File: src/rtl/display_mux_7seg_if.sv
// display_mux_7seg_if: bundle between the datapath/status logic and the
// 7-segment scanner.
//   master : producer side. It drives en/carga/entrada/punto and observes the
//            display pins and status.
//   slave  : the scanner. It samples the controls and drives
//            salida/dp/anodo/pendiente/fin_cuadro.
// DIGITOS must match the DIGITOS of the attached display_mux_7seg.
interface display_mux_7seg_if #(
  parameter int DIGITOS = 4
) ();
  logic                   en;
  logic                   carga;
  logic [4*DIGITOS-1:0]   entrada;
  logic [DIGITOS-1:0]     punto;
  logic [6:0]             salida;
  logic                   dp;
  logic [DIGITOS-1:0]     anodo;
  logic                   pendiente;
  logic                   fin_cuadro;

  modport master (
    output en, carga, entrada, punto,
    input  salida, dp, anodo, pendiente, fin_cuadro
  );

  modport slave (
    input  en, carga, entrada, punto,
    output salida, dp, anodo, pendiente, fin_cuadro
  );
endinterface

File: src/rtl/display_mux_7seg.sv
// display_mux_7seg: time-multiplexed driver for a common-anode 7-segment
// display.
// - Scans one digit per DIV clocks.
// - Decodes each hex nibble to active-low segments.
// - Double-buffers new values: a load lands in a shadow register and is
//   copied to the active register only when the digit index wraps, so a
//   frame never mixes old and new digits.
//
// Ports:
//   clk, rst_n     : clock, asynchronous active-low reset.
//   bus (slave)    : inputs
//                      en        - low blanks the display and freezes the scan.
//                      carga     - load strobe.
//                      entrada   - one nibble per digit; digit 0 is the LSB.
//                      punto     - decimal-point request per digit.
//                    outputs
//                      salida    - segments {g..a}, active-low, registered.
//                      dp        - decimal point, active-low, registered.
//                      anodo     - digit select, active-low one-hot, registered.
//                      pendiente - the shadow holds an uncommitted value.
//                      fin_cuadro- high for the one cycle in which the index
//                                  wraps DIGITOS-1 -> 0.
//
// Optional build macro DISPLAY_MUX_LEADING_ZERO_BLANK_EN blanks leading zero
// digits. Digit 0 is never blanked. The blank decision uses the active
// register. When blanking applies, anodo and dp are unaffected.

// Per-digit decoder. One instance exists per digit; the top selects the
// lit one.
module display_mux_7seg_lane (
  input  logic [3:0] nib,
  input  logic       blank,
  output logic [6:0] seg
);
  logic [6:0] dec;

  always_comb begin
    dec = 7'b1111111;
    case (nib)
      4'h0: dec = 7'b1000000;
      4'h1: dec = 7'b1111001;
      4'h2: dec = 7'b0100100;
      4'h3: dec = 7'b0110000;
      4'h4: dec = 7'b0011001;
      4'h5: dec = 7'b0010010;
      4'h6: dec = 7'b0000010;
      4'h7: dec = 7'b1111000;
      4'h8: dec = 7'b0000000;
      4'h9: dec = 7'b0011000;
      4'hA: dec = 7'b0001000;
      4'hB: dec = 7'b0000011;
      4'hC: dec = 7'b0100111;
      4'hD: dec = 7'b0100001;
      4'hE: dec = 7'b0000110;
      4'hF: dec = 7'b0001110;
      default: dec = 7'b1111111;
    endcase
  end

  assign seg = blank ? 7'b1111111 : dec;
endmodule

module display_mux_7seg #(
  parameter int DIGITOS = 4,
  parameter int DIV     = 50000
) (
  input  logic               clk,
  input  logic               rst_n,
  display_mux_7seg_if.slave  bus
);
  localparam int IW = (DIGITOS > 1) ? $clog2(DIGITOS) : 1;
  localparam int CW = (DIV > 1) ? $clog2(DIV) : 1;

  logic [CW-1:0]            cnt;
  logic [IW-1:0]            idx;
  logic [DIGITOS-1:0][3:0]  sh_nib, act_nib;
  logic [DIGITOS-1:0]       sh_pt, act_pt;
  logic                     pend;
  logic                     tick, wrap;
  logic [DIGITOS-1:0]       blank;
  logic [DIGITOS-1:0][6:0]  seg;

  // A tick advances the digit. It can only occur while enabled, so en=0
  // also suppresses wrap, fin_cuadro and commit.
  assign tick = bus.en && (cnt == CW'(DIV - 1));
  assign wrap = tick && (idx == IW'(DIGITOS - 1));

  assign bus.fin_cuadro = wrap;
  assign bus.pendiente  = pend;

  always_ff @(posedge clk or negedge rst_n) begin
    if (!rst_n) begin
      cnt <= '0;
      idx <= '0;
    end else if (bus.en) begin
      cnt <= tick ? '0 : cnt + CW'(1);
      if (tick) idx <= wrap ? '0 : idx + IW'(1);
    end
  end

  // When a load and a wrap coincide, the old shadow commits. The new data
  // then stays pending until the next wrap, so carga has priority on pend.
  always_ff @(posedge clk or negedge rst_n) begin
    if (!rst_n) begin
      sh_nib  <= '0;
      sh_pt   <= '0;
      act_nib <= '0;
      act_pt  <= '0;
      pend    <= 1'b0;
    end else begin
      if (wrap && pend) begin
        act_nib <= sh_nib;
        act_pt  <= sh_pt;
      end
      if (bus.carga) begin
        sh_nib <= bus.entrada;
        sh_pt  <= bus.punto;
        pend   <= 1'b1;
      end else if (wrap) begin
        pend   <= 1'b0;
      end
    end
  end

`ifdef DISPLAY_MUX_LEADING_ZERO_BLANK_EN
  // zup[k]: digit k and every digit above it are zero.
  logic [DIGITOS:1] zup;
  assign zup[DIGITOS] = 1'b1;
  for (genvar k = 0; k < DIGITOS; k++) begin : g_blank
    if (k == 0) begin : g_lsd
      assign blank[k] = 1'b0;
    end else begin : g_up
      assign zup[k]   = zup[k+1] & (act_nib[k] == 4'd0);
      assign blank[k] = zup[k];
    end
  end
`else
  assign blank = '0;
`endif

  for (genvar k = 0; k < DIGITOS; k++) begin : g_lane
    display_mux_7seg_lane u_lane (
      .nib   (act_nib[k]),
      .blank (blank[k]),
      .seg   (seg[k])
    );
  end

  // One registered stage from the current idx and active register.
  // Outputs therefore trail an idx change by one cycle.
  always_ff @(posedge clk or negedge rst_n) begin
    if (!rst_n) begin
      bus.anodo  <= '1;
      bus.salida <= 7'b1111111;
      bus.dp     <= 1'b1;
    end else if (!bus.en) begin
      bus.anodo  <= '1;
      bus.salida <= 7'b1111111;
      bus.dp     <= 1'b1;
    end else begin
      bus.anodo  <= ~(DIGITOS'(1) << idx);
      bus.salida <= seg[idx];
      bus.dp     <= ~act_pt[idx];
    end
  end
endmodule
File: src/flat_wrapper.sv
// flat-port wrapper written by rule: the top's interface ports become plain ports
module display_mux_7seg_flat 
#(
  parameter int DIGITOS = 4,
  parameter int DIV     = 50000
)
  (clk, rst_n, bus_en, bus_carga, bus_entrada, bus_punto, bus_salida, bus_dp, bus_anodo, bus_pendiente, bus_fin_cuadro);
  display_mux_7seg_if #(.DIGITOS(DIGITOS)) bus_i ();
  input  logic clk;
  input  logic rst_n;
  input wire logic [$bits(bus_i.en)-1:0] bus_en;
  input wire logic [$bits(bus_i.carga)-1:0] bus_carga;
  input wire logic [$bits(bus_i.entrada)-1:0] bus_entrada;
  input wire logic [$bits(bus_i.punto)-1:0] bus_punto;
  output wire logic [$bits(bus_i.salida)-1:0] bus_salida;
  output wire logic [$bits(bus_i.dp)-1:0] bus_dp;
  output wire logic [$bits(bus_i.anodo)-1:0] bus_anodo;
  output wire logic [$bits(bus_i.pendiente)-1:0] bus_pendiente;
  output wire logic [$bits(bus_i.fin_cuadro)-1:0] bus_fin_cuadro;
  assign bus_i.en = bus_en;
  assign bus_i.carga = bus_carga;
  assign bus_i.entrada = bus_entrada;
  assign bus_i.punto = bus_punto;
  assign bus_salida = bus_i.salida;
  assign bus_dp = bus_i.dp;
  assign bus_anodo = bus_i.anodo;
  assign bus_pendiente = bus_i.pendiente;
  assign bus_fin_cuadro = bus_i.fin_cuadro;
  display_mux_7seg #(.DIGITOS(DIGITOS), .DIV(DIV)) u_core (.clk(clk), .rst_n(rst_n), .bus(bus_i));
endmodule
File: config.mk
export PLATFORM = sky130hd
export DESIGN_NAME = display_mux_7seg_flat
export DESIGN_NICKNAME = d
export VERILOG_FILES = /design/src/rtl/display_mux_7seg_if.sv /design/src/rtl/display_mux_7seg.sv /design/src/flat_wrapper.sv
export SDC_FILE = /design/constraint.sdc
export NUM_CORES = 1
export LEC_CHECK = 0
export ABC_AREA = 1
export BUFFER_PORTS_ARGS = -buffer_cell sky130_fd_sc_hd__buf_2
export CORE_MARGIN = 10
export CORE_UTILIZATION = 30
export DETAILED_ROUTE_END_ITERATION = 8
export MAX_ROUTING_LAYER = met4
export SLEW_MARGIN = 20
export SYNTH_ARGS = -nofsm -noshare
export SYNTH_HDL_FRONTEND = slang
export SYNTH_SLANG_ARGS = --single-unit
export TNS_END_PERCENT = 100
File: constraint.sdc
create_clock -name clk -period 3.6 [get_ports clk]
set_input_delay 0.36 -clock clk [delete_from_list [all_inputs] [get_ports clk]]
set_output_delay 0.36 -clock clk [all_outputs]
set_load 0.05 [all_outputs]
==> flow_metrics.env, run 1 <==
export IMPL_yosysTopAreaCell="dfrtp_1"
export IMPL_switchingPower_w=0.0006261
export IMPL_cts_resized=0
export IMPL_vias=3712
export IMPL_max_slew_margin_pct=43.00
export IMPL_grt_pass1_vias=3670
export IMPL_fillers=1484
export IMPL_dr_wl_met3_um=463
export IMPL_synthFlopType="dfrtp_1"
export IMPL_synth_edf_count=0
export IMPL_cts_tree="yes"
export IMPL_cts_sinks=71
export IMPL_dp_slack_ns=1.397
export IMPL_crit_buf_inv=2
export IMPL_syn_cell_area_um2=4248
export IMPL_cts_setup_buffers=0
export IMPL_syn_to_final_growth_pct=14.79
export IMPL_layout_common_cells="nand2_1, nand3_1, dfrtp_1, inv_1, buf_2"
export IMPL_clk_insertion_delay_late_ns=0.34
export IMPL_cpPeakStageDelay_ns=0.39
export IMPL_cp_max_fo=11
export IMPL_drtIter0Drc=312
export IMPL_hold_viol_final=8
export IMPL_worstPathRequired_ns=3.24
export IMPL_critPathLaunchType="flip-flop"
export IMPL_port_buffers=37
export IMPL_layout_drive_gt1_share_pct=14.17
export IMPL_wire_per_inst_um=12.89
export IMPL_min_period_over_period_pct=66.36
export IMPL_die_h_um=139.0
export IMPL_fmax_ghz=0.4186
export IMPL_final_common_cell="nand2_1"
export IMPL_tightestPinTransition_ns=0.8524
export IMPL_drt_drc_violations_left=0
export IMPL_hold_path_class="input pin to asynchronous set/reset pin"
export IMPL_violations="hold timing"
export IMPL_clock_skew_final_ns=0.005239
export IMPL_holdBufCountCts=0
export IMPL_status="finished, violations left"
export IMPL_hpwl_um=7503
export IMPL_grt_usage_pct=11.14
export IMPL_crit_chain="ha_1, nand2_2, inv_1, nand3_1, nor2_2, nand2_1, nor2_1, buf_2"
export IMPL_setup_violations=0
export IMPL_power_leakage_nw=2.456
export IMPL_io_pins=38
export IMPL_max_vdd_ir_drop_uv=174.6
export IMPL_grt_setup_unrepaired="false"
export IMPL_cts_made_buffers=9
export IMPL_slew_violations=0
export IMPL_gp_congestion=0.8548
export IMPL_yosysUniqueCellTypes=30
export IMPL_cpLargestDelayFamily="simple AND/OR/NAND/NOR gates"
export IMPL_overflow=0
export IMPL_power_frac_comb_pct=13.7
export IMPL_start_util_pct=30.60
export IMPL_arrival_ns=2.03
export IMPL_top_layer="met4"
export IMPL_synthTopCellsByArea="dfrtp_1, nand2_1, dfstp_2, ha_1, nand3_1"
export IMPL_avgSynthCellArea_um2=7.400
export IMPL_antenna_found_initial=0
export IMPL_setup_ws_ns=1.211
export IMPL_min_period_ns=2.389
export IMPL_p_int_w=0.001587
export IMPL_yosysWarnings=0
export IMPL_antenna_left=0
export IMPL_postSynth_asyncResetShare_pct=100.0
export IMPL_route_met2_wl_um=4300
export IMPL_tns_ns=0
export IMPL_power_density_nw_per_um2=454.0
export IMPL_nNetsFinal=651
export IMPL_max_clock_path_buffers=2
export IMPL_grt_pass1_wl_um=17640
export IMPL_yosysTopAreaCellShare_pct=34.76
export IMPL_firstDrtPassIters=5
export IMPL_max_cap_violations=0
export IMPL_syn_num_nets=623
export IMPL_core_um2=13880
export IMPL_switching_share_pct=28.29
export IMPL_seq_area_frac_synth_pct=42.18
export IMPL_antenna_cells=0
export IMPL_worstSetupEndpointType="output pin"
export IMPL_p_seq_share_pct=43.6
export IMPL_synthCells=574
export IMPL_h_tree_depth=3
export IMPL_grt_max_degree=30
export IMPL_ys_ff_latch=71
export IMPL_die_x_um=139.0
export IMPL_whs_ns=-0.01969
export IMPL_clk_pin_slew_worst_paths_ns=0.06
export IMPL_setup_worst_path_class="flip-flop to output pin"
export IMPL_wirelength_um=10140
export IMPL_wl_met1_um=5124
export IMPL_rows=43
export IMPL_routed_via_density=4.717
export IMPL_power_clock_fraction_pct=42.7
export IMPL_cts_root_buffer="clkbuf_16"
export IMPL_slowest_stage="dfrtp_1"
export IMPL_die_area_um2=19320
[Yosys cell counts, types with 4 or more instances]
master	n
nand3_1	61
o21ai_0	23
nor2_2	4
nor3_1	4
ha_1	25
dfrtp_1	59
clkinv_1	4
o211ai_1	7
clkbuf_1	5
inv_1	48
buf_2	15
nand2_1	215
buf_6	4
xor2_1	4
a21oi_1	6
nand4_1	26
nor2_1	32
dfstp_2	12
[state kept, by name, summed over array words and instances, names as in the netlist, 2 cells and up]
| name | count |
|---|---|
| u_core.act_pt | 4 |
| u_core.idx | 2 |
| u_core.sh_pt | 4 |
| u_core.bus.salida | 7 |
| u_core.act_nib | 16 |
| u_core.bus.anodo | 4 |
| u_core.sh_nib | 16 |
| u_core.cnt | 16 |
[metrics by stage]
stage	power [W]	utilization [%]	instances	cell area [um^2]
floorplan	0.001185	-	574	4248
global placement	0.001274	32.72	770	4542
detailed placement	0.001286	32.86	771	4562
CTS	0.002243	35.13	787	4876
global route	0.002346	35.13	787	4876
finish	0.002214	35.13	787	4876
[logic make-up (layout without fill, tap and decap cells)]
| group | after synthesis | in the layout | share of synthesized area, % |
|---|---|---|---|
| AND/OR/NAND/NOR | 351 | 351 | 35.61 |
| buffers and inverters | 81 | 114 | 8.424 |
| flip-flops | 71 | 71 | 42.18 |
| AO/OA/AOI/OAI | 42 | 42 | 5.597 |
| adder cells (fa/ha/maj) | 25 | 25 | 7.364 |
| XOR/XNOR | 4 | 4 | 0.8247 |
[worst reg2reg max path: cells and delay by family, from the launching register on]
| kind | cells | cell delay, ns |
|---|---|---|
| simple gates | 3 | 1.07 |
| flops | 1 | 0.57 |
| buf+inv | 1 | 0.26 |
| fa+ha+maj | 1 | 0.22 |
[path summary, 6_finish.rpt]
check / from / endpoint / slack [ns] / cells after the start
worst max-delay path: u_core.cnt[0]$_DFFE_PN0P_ / bus_fin_cuadro / 1.21 / 8
worst min-delay path: rst_n / u_core.cnt[10]$_DFFE_PN0P_ / -0.02 / 1
worst max register to register: u_core.idx[1]$_DFFE_PN0P_ / u_core.act_pt[1]$_DFFE_PN0P_ / 1.37 / 5
worst min register to register: u_core.sh_nib[9]$_DFFE_PN0P_ / u_core.sh_nib[9]$_DFFE_PN0P_ / 0.47 / 2
max in group asynchronous: rst_n / u_core.sh_nib[0]$_DFFE_PN0P_ / 2.62 / 4
min in group clk: bus_entrada[13] / u_core.sh_nib[13]$_DFFE_PN0P_ / 0.21 / 3
[metal layers]
layer  up-vias  track usage (%)
li1       1893                -
met1      1703            14.66
met2        98            15.74
met3        18            2.295
met4         0            5.656
met5         -                -
[power groups by stage]
stage	combinational (W)	clock [W]	sequential, W
finish	0.000304	0.000945	0.000964
global placement	0.000298	0	0.000975
floorplan	0.000215	0	0.000970
detailed placement	0.000308	0	0.000977
CTS	0.000311	0.000967	0.000964
global route	0.000358	0.00101	0.000978
[cell type report]
class / count / area (um^2) / share of cell area, %
clock inverters: 6 / 85.08 / 1.745
flip-flops and latches: 71 / 1792 / 36.75
well taps: 180 / 225.2 / 4.619
inverters: 56 / 211.5 / 4.337
multi-input cells: 422 / 2098 / 43.03
clock buffers: 10 / 229.0 / 4.696
repair buffers: 42 / 235.2 / 4.824
(Power assumes the default switching activity.)
==> inputs of run 2 (changes only) <==
clock period = 2.14 ns   (was 3.6 ns; I/O delays follow)
==> flow_metrics.env, run 2 (synthesis gave the netlist of run 1 again) <==
export IMPL_status="finished, final reports clean"
export IMPL_slew_violations=0
export IMPL_arrival_ns=1.77
export IMPL_min_period_over_period_pct=92.66
export IMPL_r2r_end="u_core.act_nib[13]$_DFFE_PN0P_"
export IMPL_hold_path_class="input pin to flip-flop"
export IMPL_biggestRegsByFlops="u_core.act_nib (16), u_core.cnt (16), u_core.sh_nib (16)"
export IMPL_rows=43
export IMPL_cts_sinks=71
export IMPL_port_buffers=37
export IMPL_power_leakage_nw=2.481
export IMPL_cts_tree="yes"
export IMPL_rr_worst_depth=9
export IMPL_dr_wl_met3_um=418
export IMPL_grt_setup_unrepaired="false"
export IMPL_route_met2_wl_um=4364
export IMPL_wire_per_inst_um=12.82
export IMPL_clock_skew_final_ns=0.008989
export IMPL_worstSetupEndpointType="output pin"
export IMPL_hpwl_um=7531
export IMPL_layout_drive_gt1_share_pct=14.87
export IMPL_top_layer="met4"
export IMPL_hp_start="bus_entrada[13]"
export IMPL_drtIter0Drc=228
export IMPL_overflow=0
export IMPL_drt_drc_violations_left=0
export IMPL_cp_max_fo=4
export IMPL_die_h_um=139.0
export IMPL_io_pins=38
export IMPL_nNetsFinal=656
export IMPL_setup_worst_path_class="flip-flop to output pin"
export IMPL_grt_max_degree=50
export IMPL_r2r_start="u_core.cnt[0]$_DFFE_PN0P_"
export IMPL_wirelength_um=10150
export IMPL_whs_ns=0.07258
export IMPL_grt_pass1_wl_um=17710
export IMPL_design_area_um2=4925
export IMPL_fmax_ghz=0.5043
export IMPL_vias=3656
export IMPL_die_x_um=139.0
export IMPL_setup_violations=0
export IMPL_h_tree_depth=3
export IMPL_dpl_cell_area_um2=4592
export IMPL_layout_common_cells="nand2_1, nand3_1, dfrtp_1, inv_1, buf_2"
export IMPL_antenna_cells=0
export IMPL_wl_met1_um=5182
export IMPL_final_common_cell="nand2_1"
export IMPL_grt_pass1_vias=3622
export IMPL_start_util_pct=30.60
export IMPL_power_density_nw_per_um2=763.5
export IMPL_core_um2=13880
export IMPL_utilization_pct=35.48
export IMPL_tns_ns=0
export IMPL_clk_pin_slew_worst_paths_ns=0.06
export IMPL_critPathLaunchType="flip-flop"
export IMPL_antenna_found_initial=0
export IMPL_grt_usage_pct=11.12
export IMPL_min_delay_path_depth=3
export IMPL_max_slew_margin_pct=58.45
export IMPL_max_vdd_ir_drop_uv=395.2
export IMPL_max_cap_violations=0
export IMPL_cts_made_buffers=9
export IMPL_cts_setup_buffers=0
export IMPL_hold_end="u_core.sh_nib[13]$_DFFE_PN0P_"
export IMPL_min_period_ns=1.983
export IMPL_cts_root_buffer="clkbuf_16"
export IMPL_max_clock_path_buffers=2
export IMPL_routed_via_density=4.616
export IMPL_worstPathRequired_ns=1.93
export IMPL_r2r_setup_slack_ns=0.44
export IMPL_antenna_left=0
export IMPL_finalPower_w=0.003760
export IMPL_gp_congestion=0.9135
export IMPL_hold_viol_final=0
export IMPL_tightestPinTransition_ns=0.6226
export IMPL_syn_to_final_growth_pct=15.94
export IMPL_clk_insertion_delay_late_ns=0.34
export IMPL_die_area_um2=19320
export IMPL_firstDrtPassIters=5
run 2: changes by cell type in the layout (fill, tap and decap cells not counted):
cell           delta
dlygate4sd3_1     +1
clkinv_2          -1
clkbuf_1          -1
clkinv_4          +2
buf_4             +4
run 2: cell type report:
class                      count  area, um^2
clock buffer                   9       225.2
clock inverter                 7       97.59
fill                        1460        8956
inverter                      56       211.5
multi-input combinational    422        2098
sequential                    71        1792
tap                          180       225.2
timing repair buffer          47       275.3
run 2: through the flow:
step | cells | setup WS [ns]
finish | 792 | 0.1572
global route | 792 | 0.001369
CTS | 792 | 0.1352
detailed placement | 775 | 0.4622
global placement | 775 | 0.5151
floorplan | 574 | 0.1754
run 2: worst max path at each step:
stage | from | to | slack (ns) | cells past startpoint
after CTS | u_core.cnt[0]$_DFFE_PN0P_ | bus_fin_cuadro | 0.14 | 8
after global placement | u_core.cnt[0]$_DFFE_PN0P_ | u_core.act_nib[3]$_DFFE_PN0P_ | 0.52 | 9
after floorplan | u_core.cnt[0]$_DFFE_PN0P_ | bus_fin_cuadro | 0.18 | 8
after global routing | u_core.cnt[0]$_DFFE_PN0P_ | bus_fin_cuadro | 0.001 | 8
after detailed placement | u_core.cnt[0]$_DFFE_PN0P_ | u_core.act_nib[14]$_DFFE_PN0P_ | 0.46 | 9
final | u_core.cnt[0]$_DFFE_PN0P_ | bus_fin_cuadro | 0.16 | 8
run 2: timing repair:
action,4_1_cts,5_1_grt
endpoints found under the hold margin,11,0
hold buffers,1,0
gates resized for setup,0,0
run 2: per-layer routing:
metal	track usage, %	vias to the layer above
li1	-	1902
met1	15.07	1646
met2	15.66	95
met3	2.740	13
met4	3.899	0
met5	-	-
run 2: power breakdown:
group          total (W)  leakage [nW]  switching [W]  internal [W]
logic           0.000516          1.47       0.000341      0.000175
clock network    0.00162         0.152       0.000596       0.00102
registers        0.00163         0.858       0.000145       0.00148
run 2: worst max-delay path: stages (launching register included):
cell and delay (ns):
dfrtp_1 0.39, ha_1 0.21, nand2_2 0.08, inv_1 0.09, nand3_1 0.09, nor2_2 0.13
nand2_1 0.08, nor2_1 0.10, buf_2 0.27
==> inputs of run 3 (changes only) <==
CELL_PAD_IN_SITES_DETAIL_PLACEMENT = 1   (was unset)
CELL_PAD_IN_SITES_GLOBAL_PLACEMENT = 1   (was unset)
PLACE_DENSITY_LB_ADDON = 0.1   (was unset)
REMOVE_ABC_BUFFERS = 1   (was unset)
==> flow_metrics.env, run 3 (synthesis gave the netlist of run 1 again) <==
export IMPL_vias=3823
export IMPL_cpLargestDelayFamily="simple AND/OR/NAND/NOR gates"
export IMPL_grt_met2_usage_pct=20.93
export IMPL_hold_viol_final=0
export IMPL_power_leakage_nw=2.474
export IMPL_hold_path_class="input pin to flip-flop"
export IMPL_max_cap_violations=0
export IMPL_rows=43
export IMPL_clock_skew_final_ns=0.006677
export IMPL_grt_max_degree=72
export IMPL_finalPower_w=0.003656
export IMPL_r2r_setup_slack_ns=0.40
export IMPL_setup_violations=0
export IMPL_power_density_nw_per_um2=744.5
export IMPL_layout_common_cells="nand2_1, nand3_1, dfrtp_1, inv_1, buf_2"
export IMPL_die_x_um=139.0
export IMPL_busiest_layer="met2"
export IMPL_grt_usage_pct=13.16
export IMPL_hpwl_um=8864
export IMPL_cts_root_buffer="clkbuf_16"
export IMPL_max_clock_path_buffers=2
export IMPL_start_util_pct=30.60
export IMPL_drt_drc_violations_left=0
export IMPL_layout_drive_gt1_share_pct=14.82
export IMPL_grtUsageMet3_pct=2.637
export IMPL_cp_max_fo=4
export IMPL_tns_ns=0
export IMPL_die_h_um=139.0
export IMPL_cts_made_buffers=9
export IMPL_setup_worst_path_class="flip-flop to output pin"
export IMPL_io_pins=38
export IMPL_drtIter0Drc=227
export IMPL_port_buffers=37
export IMPL_min_period_over_period_pct=92.86
export IMPL_wire_per_inst_um=15.05
export IMPL_firstDrtPassIters=4
export IMPL_wirelength_um=11950
export IMPL_max_vdd_ir_drop_uv=424.0
export IMPL_slowest_stage="dfrtp_1"
export IMPL_syn_to_final_growth_pct=15.61
export IMPL_grt_use_met1_pct=16.23
export IMPL_crit_buf_inv=2
export IMPL_grt_pass1_wl_um=20490
export IMPL_whs_ns=0.06787
export IMPL_antenna_found_initial=0
export IMPL_overflow=0
export IMPL_nNetsFinal=658
export IMPL_worstSetupEndpointType="output pin"
export IMPL_biggestRegsByFlops="u_core.act_nib (16), u_core.cnt (16), u_core.sh_nib (16)"
export IMPL_antenna_cells=0
export IMPL_dpl_cell_area_um2=4607
export IMPL_clk_pin_slew_worst_paths_ns=0.06
export IMPL_final_common_cell="nand2_1"
export IMPL_critPathLaunchType="flip-flop"
export IMPL_arrival_ns=1.77
export IMPL_h_tree_depth=3
export IMPL_grt_setup_unrepaired="false"
export IMPL_clk_insertion_delay_late_ns=0.34
export IMPL_slew_violations=0
export IMPL_grt_pass1_vias=4083
export IMPL_cts_sinks=71
export IMPL_fmax_ghz=0.5032
export IMPL_cpPeakStageDelay_ns=0.39
export IMPL_gp_congestion=0.8485
export IMPL_max_slew_margin_pct=50.36
export IMPL_routed_via_density=4.815
export IMPL_status="finished, final reports clean"
export IMPL_die_area_um2=19320
export IMPL_cts_tree="yes"
export IMPL_crit_chain="ha_1, nand2_2, inv_1, nand3_1, nor2_2, nand2_1, nor2_1, clkbuf_4"
export IMPL_worstPathRequired_ns=1.93
export IMPL_tightestPinTransition_ns=0.7438
export IMPL_core_um2=13880
export IMPL_min_period_ns=1.987
export IMPL_antenna_left=0
export IMPL_design_area_um2=4911
## run 3: changes by cell type in the layout (fill, tap and decap cells not counted), sizes merged
| cell | before | now |
|---|---|---|
| buf | 46 | 47 |
| bufinv | 2 | 1 |
| clkbuf | 9 | 12 |
| clkinv | 8 | 7 |
## run 3: area by class of cell
type,count,area [um^2]
inverters,56,211.5
fillers,1737,8970
clock inverters,5,58.81
clock buffers,11,232.7
flip-flops and latches,71,1792
repair buffers,49,292.8
well taps,180,225.2
multi-input cells,422,2098
## run 3: layer usage
layer / part of all wire [%] / routed length [um]
met1: 48 / 5789
met2: 48 / 5675
met3: 2.6 / 309
met4: 1.4 / 172
met5: 0 / 0
## run 3: power breakdown
| part | internal [W] | total, W | leakage, nW | switching (W) |
|---|---|---|---|---|
| clock network | 0.000903 | 0.00151 | 0.136 | 0.000603 |
| logic | 0.000175 | 0.000528 | 1.48 | 0.000353 |
| registers | 0.00148 | 0.00162 | 0.858 | 0.000141 |
## run 3: final timing paths
path,start,endpoint,cells past startpoint
worst max-delay path,u_core.cnt[0]$_DFFE_PN0P_,bus_fin_cuadro,8
worst min-delay path,bus_punto[3],u_core.sh_pt[3]$_DFFE_PN0P_,3
worst max register to register,u_core.cnt[0]$_DFFE_PN0P_,u_core.act_pt[0]$_DFFE_PN0P_,9
worst min register to register,u_core.sh_pt[3]$_DFFE_PN0P_,u_core.sh_pt[3]$_DFFE_PN0P_,2
max in group asynchronous,rst_n,u_core.bus.anodo[2]$_DFF_PN1_,3
min in group asynchronous,rst_n,u_core.act_nib[4]$_DFFE_PN0P_,3
## run 3: what timing repair did
action                                 4_1_cts  5_1_grt
setup endpoints to repair                    0        1
gates resized for setup                      0        1
hold buffers                                 1        0
endpoints found under the hold margin       59        0
buffers inserted                             0        0
## run 3: tightest hold or removal path, delay by kind of cell
| family | cells | cell delay, ns |
|---|---|---|
| and+or+nand+nor | 2 | 0.09 |
| buffers and inverters | 1 | 0.07 |
## run 3: through the flow
step,setup slack [ns],cells,utilization [%]
after floorplan,-0.1470,549,-
after global placement,0.4518,777,33.19
after detailed placement,0.3795,777,33.19
after CTS,0.09422,794,35.36
after global routing,0.02328,794,35.38
final,0.1528,794,35.38
